===== src/rtl/mult_acc_pkg.sv =====
// Shared types, default parameters and width helper for the multiply-accumulate
// sequencer that sits behind the combinational array multiplier.
package mult_acc_pkg;

    typedef enum logic [1:0] {
        S_IDLE = 2'd0,
        S_WAIT = 2'd1,
        S_DONE = 2'd2
    } state_e;

    localparam int DEF_N      = 6;
    localparam int DEF_M      = 6;
    localparam int DEF_ACC_W  = 20;
    localparam int DEF_SETTLE = 2;
    localparam int DEF_LEN    = 4;

    // Ceiling log2 with a floor of 1 so a counter never collapses to zero width.
    function automatic int clog2(input int value);
        int w;
        w = 1;
        while (((1 << w) < value) && (w < 31)) begin
            w = w + 1;
        end
        return w;
    endfunction

endpackage


===== src/rtl/mult_acc_settle_timer.sv =====
// Down-counter that measures how long the multiplier operands have been held;
// zero marks the edge on which the product may be sampled.
module mult_acc_settle_timer #(
    parameter int W = 1
) (
    input  logic         clk,
    input  logic         rst_n,
    input  logic         clear,
    input  logic         load,
    input  logic [W-1:0] load_val,
    input  logic         dec,
    output logic         zero
);

    logic [W-1:0] cnt_q;
    logic [W-1:0] cnt_d;

    always_comb begin
        cnt_d = cnt_q;
        if (clear) begin
            cnt_d = '0;
        end else if (load) begin
            cnt_d = load_val;
        end else if (dec && (cnt_q != '0)) begin
            cnt_d = cnt_q - 1'b1;
        end
    end

    always_ff @(posedge clk or negedge rst_n) begin
        if (!rst_n) begin
            cnt_q <= '0;
        end else begin
            cnt_q <= cnt_d;
        end
    end

    assign zero = (cnt_q == '0);

endmodule


===== src/rtl/mult_accumulator.sv =====
// Feeds operand pairs to an external array multiplier, waits for it to settle,
// and accumulates LEN products into one dot-product result.
module mult_accumulator
    import mult_acc_pkg::*;
#(
    parameter int N      = DEF_N,
    parameter int M      = DEF_M,
    parameter int ACC_W  = DEF_ACC_W,
    parameter int SETTLE = DEF_SETTLE,
    parameter int LEN    = DEF_LEN
) (
    input  logic             clk,
    input  logic             rst_n,
    input  logic             clear,
    input  logic             in_valid,
    output logic             in_ready,
    input  logic [N-1:0]     in_a,
    input  logic [M-1:0]     in_b,
    output logic [N-1:0]     mult_a,
    output logic [M-1:0]     mult_b,
    input  logic [N+M-1:0]   mult_s,
    output logic             out_valid,
    input  logic             out_ready,
    output logic [ACC_W-1:0] out_acc,
    output logic             out_ovf,
    output logic [1:0]       dbg_state
);

    localparam int CNT_W  = clog2(SETTLE);
    localparam int TERM_W = clog2(LEN);
    localparam int SUM_W  = ACC_W + 1;

    if (ACC_W < N + M) begin : g_bad_acc_w
        $error("mult_accumulator: ACC_W must be at least N+M");
    end
    if (SETTLE < 1) begin : g_bad_settle
        $error("mult_accumulator: SETTLE must be at least 1");
    end
    if (LEN < 1) begin : g_bad_len
        $error("mult_accumulator: LEN must be at least 1");
    end

    state_e             state_q;
    state_e             state_d;
    logic [ACC_W-1:0]   acc_q;
    logic [ACC_W-1:0]   acc_d;
    logic               ovf_q;
    logic               ovf_d;
    logic [TERM_W-1:0]  term_q;
    logic [TERM_W-1:0]  term_d;
    logic [N-1:0]       mult_a_q;
    logic [N-1:0]       mult_a_d;
    logic [M-1:0]       mult_b_q;
    logic [M-1:0]       mult_b_d;

    logic               accept;
    logic               capture;
    logic               take;
    logic               last_term;
    logic               settle_zero;
    logic [SUM_W-1:0]   sum;

    // Handshake: a transfer happens on a rising edge where valid and ready are
    // both high; clear suppresses any transfer on the same edge.
    assign accept    = (state_q == S_IDLE) && in_valid && !clear;
    assign capture   = (state_q == S_WAIT) && settle_zero && !clear;
    assign take      = (state_q == S_DONE) && out_ready && !clear;
    assign last_term = (term_q == TERM_W'(LEN - 1));
    assign sum       = {1'b0, acc_q} + SUM_W'(mult_s);

    mult_acc_settle_timer #(
        .W (CNT_W)
    ) u_settle_timer (
        .clk      (clk),
        .rst_n    (rst_n),
        .clear    (clear),
        .load     (accept),
        .load_val (CNT_W'(SETTLE - 1)),
        .dec      (state_q == S_WAIT),
        .zero     (settle_zero)
    );

    always_ff @(posedge clk or negedge rst_n) begin
        if (!rst_n) begin
            state_q <= S_IDLE;
        end else begin
            state_q <= state_d;
        end
    end

    always_comb begin
        state_d = state_q;
        if (clear) begin
            state_d = S_IDLE;
        end else begin
            case (state_q)
                S_IDLE:  if (in_valid) state_d = S_WAIT;
                S_WAIT:  if (settle_zero) state_d = last_term ? S_DONE : S_IDLE;
                S_DONE:  if (out_ready) state_d = S_IDLE;
                default: state_d = S_IDLE;
            endcase
        end
    end

    always_comb begin
        in_ready  = (state_q == S_IDLE);
        out_valid = (state_q == S_DONE);
        dbg_state = state_q;
    end

    // Operand registers keep their value across clear so the multiplier input
    // does not toggle needlessly.
    always_comb begin
        mult_a_d = mult_a_q;
        mult_b_d = mult_b_q;
        if (accept) begin
            mult_a_d = in_a;
            mult_b_d = in_b;
        end
    end

    always_comb begin
        acc_d  = acc_q;
        ovf_d  = ovf_q;
        term_d = term_q;
        if (clear || take) begin
            acc_d  = '0;
            ovf_d  = 1'b0;
            term_d = '0;
        end else if (capture) begin
            acc_d  = sum[ACC_W-1:0];
            ovf_d  = ovf_q | sum[ACC_W];
            term_d = term_q + 1'b1;
        end
    end

    always_ff @(posedge clk or negedge rst_n) begin
        if (!rst_n) begin
            acc_q    <= '0;
            ovf_q    <= 1'b0;
            term_q   <= '0;
            mult_a_q <= '0;
            mult_b_q <= '0;
        end else begin
            acc_q    <= acc_d;
            ovf_q    <= ovf_d;
            term_q   <= term_d;
            mult_a_q <= mult_a_d;
            mult_b_q <= mult_b_d;
        end
    end

    assign mult_a  = mult_a_q;
    assign mult_b  = mult_b_q;
    assign out_acc = acc_q;
    assign out_ovf = ovf_q;

endmodule


===== config.mk =====
export PLATFORM = sky130hd
export DESIGN_NAME = mult_accumulator
export DESIGN_NICKNAME = d
export VERILOG_FILES = /design/src/rtl/mult_acc_pkg.sv /design/src/rtl/mult_acc_settle_timer.sv /design/src/rtl/mult_accumulator.sv
export SDC_FILE = /design/constraint.sdc
export NUM_CORES = 1
export LEC_CHECK = 0
export ABC_AREA = 1
export CAP_MARGIN = 20
export CORE_MARGIN = 5
export CORE_UTILIZATION = 45
export CTS_BUF_LIST = sky130_fd_sc_hd__clkbuf_8
export DETAILED_ROUTE_END_ITERATION = 12
export HOLD_SLACK_MARGIN = 0.1
export PLACE_DENSITY = 0.76
export RECOVER_POWER = 25
export SETUP_SLACK_MARGIN = 0.4
export SYNTH_ARGS = -nofsm -noshare
export SYNTH_HDL_FRONTEND = slang
export SYNTH_SLANG_ARGS = --single-unit

===== constraint.sdc =====
create_clock -name clk -period 3.9 [get_ports clk]
set_input_delay 0.78 -clock clk [delete_from_list [all_inputs] [get_ports clk]]
set_output_delay 0.78 -clock clk [all_outputs]
set_load 0.01 [all_outputs]

==> run_results.csv, run 1 <==
group,metric,value,unit
layout,final_common_cell,"nand2_1",
layout,syn2layout_area_growth,32.28,%
synth,synth.top_cell.area_share,39.32,%
floorplanning,io_pins,66,
outcome,violations,"capacitance limit, slew limit",
timing,layout_worst_path_cycle_share,62.06,%
clocking,htreeDepth,2,
drt,vias_per_cell,4.913,
global_route,grt.total_usage,17.16,%
setup_path,end_kind,"flop",
clocking,clk_latency,0.29,ns
floorplanning,die_area,0.006941,mm²
synth,yosysWarnings,0,
floorplanning,core,0.005172,mm²
clocking,postCtsHoldBufs,0,
floorplanning,rows,26,
setup_path,crit_arrival,2.60,ns
clocking,cts-resized-gates,0,
layout,fillers,448,
timing,fin_ws,1.480,ns
global_route,grt_max_degree,39,
synth,syn_avg_cell_area,7.827,µm²
drt,wl_per_cell,12.93,µm
global_route,overflow,0,
flow_run,drv_cap,1,
timing,final_max_slew_viol_count,39,
timing,worstMarginPinSlew,2.076,ns
power_and_ir_drop,sw_frac_of_total,30.23,%
outcome,outcome,"finished, violations left",
clocking,clock-sinks,38,
synth,synth_seq_cells,38,
clocking,cts_tree,"done",
power_and_ir_drop,p_switching,0.0003077,W
global_route,grt_pass1_vias,2141,
power_and_ir_drop,peakVddDrop,238.2,µV
synth,netlist_area,0.002419,mm²
layout,most-common-layout-cells,"97 x nand2_1, 64 x clkdlybuf4s50_1, 41 x inv_1",
power_and_ir_drop,cellPowerDensity,318.2,mW/mm²
placement,place.gp.congestion,0.8902,
synth,ys_types,31,
layout,n_antenna_cell,0,
hold_path,hold_depth,1,
drt,drtPass1Iterations,4,
timing,rsz0062_at_grt,"no",
power_and_ir_drop,p_leak,1.637,nW
drt,drtIter0Drc,171,
synth,yosys.area.top_type,"dfrtp_1",
timing,hold_viol,0,
timing,fin_crit,2.420,ns
timing,final-setup-viol-count,0,
power_and_ir_drop,internal_power,0.0007101,W
setup_path,cp_max_fo,7,
timing,clock_skew,0.009382,ns
hold_path,hold_path.class,"reg2reg",
layout,drive_gt1_share,9.788,%
clocking,clk_pin_slew,0.08,ns
drt,num_vias,2201,
synth,ys_top_cells_by_area,"dfrtp_1 39%, nand2_1 15%, ha_1 6.7%, inv_1 6.4%, mux2_4 5.0%",
layout,nNetsFinal,421,
synth,synth_nets,352,
floorplanning,die_h,83.31,µm
setup_path,critPathLaunchType,"primary input",
drt,routed_wl,5.792,mm
clocking,cts_buffers,5,
synth,yosysSeqAreaShare,39.32,%
power_and_ir_drop,power_frac_seq,45.6,%
timing,fin_setup_tns,0,ns
drt,ant_nets,0,
global_route,grt_pass1_wl,9.825,mm
clocking,cts_buffer_depth,2,
timing,relSlewSlack,-38.42,%
timing,holdWs,0.5026,ns
timing,fmax,413.2,MHz
drt,drc,0,
setup_path,criticalPathCategory,"in2reg",
power_and_ir_drop,clkPwrFrac,25.7,%
power_and_ir_drop,power_frac_comb,28.8,%
power_and_ir_drop,power,0.001018,W
floorplanning,start_util,46.76,%
placement,pre_cts_slack,1.180,ns
clocking,cts_root_buf,"clkbuf_8",
clocking,postCtsSetupBuffers,0,
layout,final_util,61.85,%
global_route,grt_antenna_before_repair,0,
placement,port_buffers,65,
floorplanning,die_w,83.31,µm
setup_path,ff2ff_path_depth,10,
setup_path,required,4.08,ns
synth,synth_cells,309,
placement,place_hpwl,4.478,mm
## registers in the layout, summed over array words and instances, names as in the netlist
| register | count |
|---|---|
| dbg_state | 2 |
| mult_a | 6 |
| mult_b | 6 |
| out_acc | 20 |
| out_ovf | 1 |
| term_q | 2 |
| u_settle_timer.cnt_q | 1 |
## per-layer routing
layer  up-vias  global-route usage [%]  routed length [µm]
met5         -                       0                   0
met4         0                   5.498                  70
met3         9                   5.446                 449
met2        81                   28.21                2718
met1       988                   21.36                2553
li1       1123                       -                   -
## logic make-up after synthesis
| kind of cell | Yosys count | synth area share [%] |
|---|---|---|
| DFF | 38 | 39.32 |
| and+or+nand+nor | 158 | 28.92 |
| buffers and inverters | 52 | 8.847 |
| AOI/OAI and AO/OA | 34 | 8.174 |
| adders and majority gates | 14 | 7.553 |
| xor gates and xnor gates | 1 | 0.3622 |
| muxes | 12 | 6.829 |
## per-stage QoR
step	instance area, µm²	std cells
3_5_place_dp	3122	441
4_1_cts	3201	448
5_1_grt	3199	448
3_3_place_gp	3122	441
2_1_floorplan	2419	309
6_report	3199	448
## layout make-up
class | instances | area [µm²] | area share [%]
tap | 70 | 87.58 | 2.738
multi-input combinational | 219 | 1254 | 39.19
clock inverter | 2 | 10.01 | 0.3129
inverter | 49 | 183.9 | 5.749
clock buffer | 5 | 68.82 | 2.151
sequential | 38 | 950.9 | 29.72
timing repair buffer | 65 | 644.4 | 20.14
## power by group through the flow
stage / logic [W] / clock network, W / registers, W
final: 0.000293 / 0.000261 / 0.000464
after global routing: 0.000324 / 0.000293 / 0.000471
after CTS: 0.000297 / 0.000272 / 0.000464
after detailed placement: 0.000295 / 0 / 0.000470
after global placement: 0.000289 / 0 / 0.000469
after floorplan: 0.000143 / 0 / 0.000483
## cells in the mapped netlist (all sizes together)
cell type and number:
or2 1, nand2 99, nand3 22, nand4 2, inv 49, mux2 12
buf 3, ha 13, o32ai 1, nor3 2, nor2 28, a32o 2
a21oi 19, o21a 1, a22o 3, and2 2, xnor2 1, nand3b 2
fa 1, dfrtp 38, o21ai 8
## path summary, 6_finish.rpt
path | startpoint | to | slack, ns
setup / recovery | mult_s[0] | out_acc[16]$_DFFE_PN0P_ | 1.48
min in group asynchronous | rst_n | out_acc[5]$_DFFE_PN0P_ | 1.08
hold reg to reg | term_q[0]$_DFFE_PN0P_ | term_q[0]$_DFFE_PN0P_ | 0.50
setup reg to reg | out_acc[0]$_DFFE_PN0P_ | out_acc[16]$_DFFE_PN0P_ | 1.99
max in group asynchronous | rst_n | mult_b[1]$_DFFE_PN0P_ | 1.63
hold / removal | term_q[0]$_DFFE_PN0P_ | term_q[0]$_DFFE_PN0P_ | 0.50
## critical path, stage by stage
cell and delay [ns]:
clkdlybuf4s50_1 0.41, ha_1 0.23, fa_1 0.40, nand2_1 0.10
nand3_1 0.11, nand3_1 0.09, nand2_1 0.09, nand2_1 0.08
nand2_2 0.10, a21oi_1 0.15, nor2_1 0.06
(Power assumes the default switching activity.)
==> run 2: changes to the inputs <==
Clock period 3.9 ns to 2.3 ns, I/O delays scaled along.
==> run_results.csv, run 2 (synthesis gave the netlist of run 1 again) <==
group,metric,value,unit
timing,relSlewSlack,32.26,%
outcome,outcome,"complete, no violations",
placement,place.gp.congestion,0.8693,
clocking,clk_pin_slew,0.08,ns
timing,hold_viol,0,
drt,drtPass1Iterations,4,
layout,final_util,66.62,%
layout,final_common_cell,"nand2_1",
setup_path,cp_max_fo,7,
power_and_ir_drop,power_frac_comb,29.8,%
clocking,clk_latency,0.29,ns
setup_path,ff2ff_path_depth,9,
power_and_ir_drop,peakVddDrop,434.9,µV
placement,pre_cts_slack,-0.07774,ns
layout,drive_gt1_share,18.60,%
floorplanning,die_w,83.31,µm
clocking,cts_tree,"done",
setup_path,critPathLaunchType,"flop",
layout,most-common-layout-cells,"91 x nand2_1, 59 x clkdlybuf4s50_1, 41 x inv_1",
drt,wl_per_cell,13.22,µm
global_route,grt_pass1_wl,10.03,mm
setup_path,crit_path_top_delay_cell,"clkdlybuf4s50_1",
floorplanning,die_area,0.006941,mm²
clocking,cts_buffer_depth,2,
layout,syn2layout_area_growth,42.47,%
timing,fmax,547.1,MHz
floorplanning,die_h,83.31,µm
timing,rsz0062_at_grt,"yes",
power_and_ir_drop,p_switching,0.0005522,W
global_route,grt_antenna_before_repair,0,
setup_path,crit_chain,"clkdlybuf4s50_1",
layout,n_antenna_cell,0,
setup_path,required,1.84,ns
power_and_ir_drop,p_leak,1.697,nW
timing,clock_skew,0.008766,ns
layout,largest_reg_flops,20,
power_and_ir_drop,sw_frac_of_total,30.27,%
global_route,grt.total_usage,17.53,%
setup_path,crit_path_max_incr_delay,0.59,ns
placement,port_buffers,65,
floorplanning,start_util,46.76,%
global_route,grt_pass1_vias,2193,
layout,nNetsFinal,429,
drt,num_vias,2268,
timing,worstMarginPinSlew,1.016,ns
power_and_ir_drop,internal_power,0.001272,W
drt,drtIter0Drc,196,
drt,drc,0,
global_route,overflow,0,
setup_path,crit_arrival,1.37,ns
setup_path,end_kind,"output port",
timing,holdWs,0.3129,ns
flow_run,drv_cap,0,
power_and_ir_drop,power_frac_seq,43.4,%
global_route,grt_max_degree,22,
timing,layout_worst_path_cycle_share,79.47,%
floorplanning,io_pins,66,
clocking,cts_root_buf,"clkbuf_8",
drt,routed_wl,6.040,mm
drt,vias_per_cell,4.963,
setup_path,rrSetupSlack,0.48,ns
timing,final_max_slew_viol_count,0,
floorplanning,rows,26,
setup_path,criticalPathCategory,"reg2out",
setup_path,crit_buf_inv,1,
timing,fin_crit,1.828,ns
clocking,cts_buffers,5,
timing,fin_ws,0.4723,ns
placement,place_hpwl,4.438,mm
setup_path,crit_cells,1,
clocking,clock-sinks,38,
power_and_ir_drop,cellPowerDensity,529.4,mW/mm²
drt,ant_nets,0,
setup_path,critPathTopFamily,"buffers and inverters",
timing,final-setup-viol-count,0,
power_and_ir_drop,clkPwrFrac,26.8,%
floorplanning,core,0.005172,mm²
hold_path,hold_path.class,"in2async",
clocking,htreeDepth,2,
-- run 2: changes by cell type in the layout (fill, tap and decap cells not counted), moves of 2 or more --
cell / previous run / this run
clkdlybuf4s50_1: 64 / 59
nand2_2: 2 / 7
ha_4: 0 / 9
ha_1: 13 / 3
a21oi_1: 19 / 15
buf_4: 0 / 7
a21oi_2: 0 / 4
dlymetal6s2s_1: 0 / 2
nand3_2: 2 / 4
nand2_1: 97 / 91
dlygate4sd2_1: 0 / 3
nand3_1: 18 / 16
-- run 2: worst paths after layout --
| kind | startpoint | end |
|---|---|---|
| min in group clk | term_q[0]$_DFFE_PN0P_ | term_q[0]$_DFFE_PN0P_ |
| worst max register to register | out_acc[0]$_DFFE_PN0P_ | out_acc[8]$_DFFE_PN0P_ |
| worst min register to register | term_q[0]$_DFFE_PN0P_ | term_q[0]$_DFFE_PN0P_ |
| worst min-delay path | rst_n | out_acc[5]$_DFFE_PN0P_ |
| worst max-delay path | out_acc[14]$_DFFE_PN0P_ | out_acc[14] |
| max in group asynchronous | rst_n | dbg_state[0]$_DFFE_PN0P_ |
-- run 2: power by group through the flow --
stage / clock (W) / sequential, W / combinational (W)
after global placement: 0 / 0.000795 / 0.000495
after global routing: 0.000526 / 0.000803 / 0.000597
after floorplan: 0 / 0.000819 / 0.000242
after detailed placement: 0 / 0.000798 / 0.000504
final: 0.000489 / 0.000792 / 0.000543
after CTS: 0.000500 / 0.000787 / 0.000513
-- run 2: repair_timing --
action	4_1_cts	5_1_grt
buffers inserted	5	0
endpoints found under the setup margin	10	13
hold buffers	0	0
cloned	0	0
pin swaps	5	5
resized for setup	11	21
-- run 2: metal layers --
layer | vias up | routed length (µm) | track usage (%)
li1 | 1140 | - | -
met1 | 1062 | 2591 | 21.88
met2 | 58 | 2924 | 28.50
met3 | 8 | 450 | 6.337
met4 | 0 | 73 | 4.903
met5 | - | 0 | 0
-- run 2: layout make-up --
cell class,count,area (µm²)
Clock buffer,6,82.58
Fill cell,441,1727
Tap cell,70,87.58
Inverter,49,183.9
Sequential cell,38,952.2
Timing Repair Buffer,73,703.2
Multi-Input combinational cell,219,1424
Clock inverter,2,12.51
-- run 2: through the flow --
stage          total power, W  std cells  setup TNS [ns]  instance area (µm²)
6_report             0.001824        457               0                 3446
5_1_grt              0.001926        457               0                 3446
4_1_cts              0.001801        457               0                 3298
3_5_place_dp         0.001302        444         -0.2950                 3144
3_3_place_gp         0.001290        444        -0.06728                 3144
2_1_floorplan        0.001061        309               0                 2419
==> run 3: changes to the inputs <==
Settings changed: PLACE_DENSITY 0.76 to 0.79.
Clock period 2.3 ns to 1.6 ns, I/O delays scaled along.
==> run_results.csv, run 3 (synthesis gave the netlist of run 1 again) <==
group,metric,value,unit
timing,clock_skew,0.01060,ns
global_route,grt_antenna_before_repair,0,
clocking,clk_pin_slew,0.08,ns
placement,placed_area,0.003430,mm²
outcome,outcome,"finished, violations left",
layout,multi_input_area,0.001644,mm²
global_route,overflow,0,
global_route,grt_pass1_wl,11.75,mm
layout,final_common_cell,"nand2_1",
timing,fin_crit,1.812,ns
timing,hold_viol,0,
floorplanning,die_h,83.31,µm
setup_path,end_kind,"flop",
timing,fin_ws,-0.2120,ns
floorplanning,die_area,0.006941,mm²
setup_path,critPathLaunchType,"flop",
layout,most-common-layout-cells,"80 x nand2_1, 42 x buf_6, 40 x inv_1",
timing,holdWs,0.4440,ns
drt,drc,0,
timing,rsz0062_at_grt,"yes",
global_route,grt_max_degree,39,
layout,nNetsFinal,477,
setup_path,criticalPathCategory,"reg2reg",
setup_path,crit_arrival,2.00,ns
power_and_ir_drop,p_leak,2.134,nW
floorplanning,core,0.005172,mm²
timing,final_max_slew_viol_count,0,
timing,final-setup-viol-count,13,
floorplanning,rows,26,
global_route,grt.total_usage,20.56,%
clocking,cts_buffers,5,
layout,n_antenna_cell,0,
placement,place_hpwl,4.719,mm
power_and_ir_drop,cellPowerDensity,770.0,mW/mm²
layout,largest_reg_flops,20,
timing,fmax,551.9,MHz
timing,relSlewSlack,34.32,%
timing,fin_setup_tns,-1.336,ns
drt,drtIter0Drc,142,
placement,port_buffers,65,
clocking,cts_tree,"done",
setup_path,required,1.79,ns
clocking,cts_buffer_depth,2,
clocking,clk_latency,0.31,ns
drt,num_vias,2596,
setup_path,cp_max_fo,7,
timing,layout_worst_path_cycle_share,113.2,%
floorplanning,start_util,46.76,%
power_and_ir_drop,peakVddDrop,800.9,µV
clocking,clock-sinks,38,
drt,routed_wl,7.646,mm
outcome,violations,"setup timing",
clocking,cts_root_buf,"clkbuf_8",
drt,drtPass1Iterations,4,
floorplanning,die_w,83.31,µm
layout,fillers,310,
flow_run,drv_cap,0,
placement,pre_cts_slack,-0.5259,ns
drt,wl_per_cell,15.14,µm
floorplanning,io_pins,66,
clocking,htreeDepth,2,
layout,seq_area,964.7,µm²
hold_path,hold_path.class,"in2reg",
global_route,grt_pass1_vias,2590,
drt,vias_per_cell,5.141,
layout,postLayoutCellArea,0.004131,mm²
timing,worstMarginPinSlew,0.9852,ns
layout,syn2layout_area_growth,70.82,%
layout,drive_gt1_share,45.75,%
drt,ant_nets,0,
placement,place.gp.congestion,0.9045,
==> run 3: cell count changes in the layout (fill, tap and decap cells not counted), sizes merged, moves of 2 or more <==
cell / before / now
bufinv: 0 / 2
clkdlybuf4s50: 59 / 20
dlymetal6s2s: 2 / 6
clkbuf: 8 / 6
buf: 7 / 90
==> run 3: worst paths after layout <==
path,start,endpoint,slack (ns),depth (start not counted)
min reg2reg,mult_b[2]$_DFFE_PN0P_,mult_b[2]$_DFFE_PN0P_,0.52,1
min,mult_s[7],out_acc[7]$_DFFE_PN0P_,0.44,4
max reg2reg,out_acc[0]$_DFFE_PN0P_,out_acc[16]$_DFFE_PN0P_,-0.21,10
min in group asynchronous,rst_n,out_acc[3]$_DFFE_PN0P_,0.78,3
max,out_acc[0]$_DFFE_PN0P_,out_acc[16]$_DFFE_PN0P_,-0.21,10
max in group asynchronous,rst_n,out_acc[5]$_DFFE_PN0P_,0.14,3
==> run 3: power breakdown <==
| group | switching (W) | internal [W] |
|---|---|---|
| clock | 0.000394 | 0.000625 |
| sequential | 0.0000882 | 0.00106 |
| combinational | 0.000465 | 0.000546 |
| total | 0.000947 | 0.00223 |
==> run 3: metal layers <==
metal	up-vias	share of wire, %	global-route usage [%]
met2	114	51	36.22
met4	0	2.9	7.727
li1	1240	-	-
met3	22	6.7	5.644
met1	1220	39	23.61
met5	-	0	0
==> run 3: what timing repair did <==
item	CTS	global route
gates resized for setup	204	43
hold buffers	1	0
setup endpoints to repair	74	59
buffers inserted	29	10
hold endpoints to repair	38	0
cloned	1	0
pin swaps	9	13
==> run 3: critical path, stage by stage, from the launching register on <==
cell     delay [ns]
dfrtp_1        0.43
ha_4           0.18
fa_2           0.34
nand2_2        0.11
nand3_4        0.09
nand3_2        0.07
nand2_2        0.07
nand2_2        0.08
nand2_4        0.09
a21oi_2        0.18
nor2_1         0.06
==> run 3: metrics by stage <==
| step | cells | util (%) | power, W |
|---|---|---|---|
| 2_1_floorplan | 309 | - | 0.001582 |
| 3_5_place_dp | 456 | 66.30 | 0.001986 |
| 5_1_grt | 505 | 79.87 | 0.003328 |
| 4_1_cts | 495 | 74.82 | 0.003067 |
| 3_3_place_gp | 456 | 66.30 | 0.001959 |
| 6_report | 505 | 79.87 | 0.003181 |
==> run 3: final cells by class <==
type,instances,share of cell area [%]
multi-input cells,220,39.79
repair buffers,120,26.71
flip-flops and latches,38,23.35
inverters,49,4.694
well taps,70,2.120
clock buffers,5,1.666
clock inverters,3,1.666
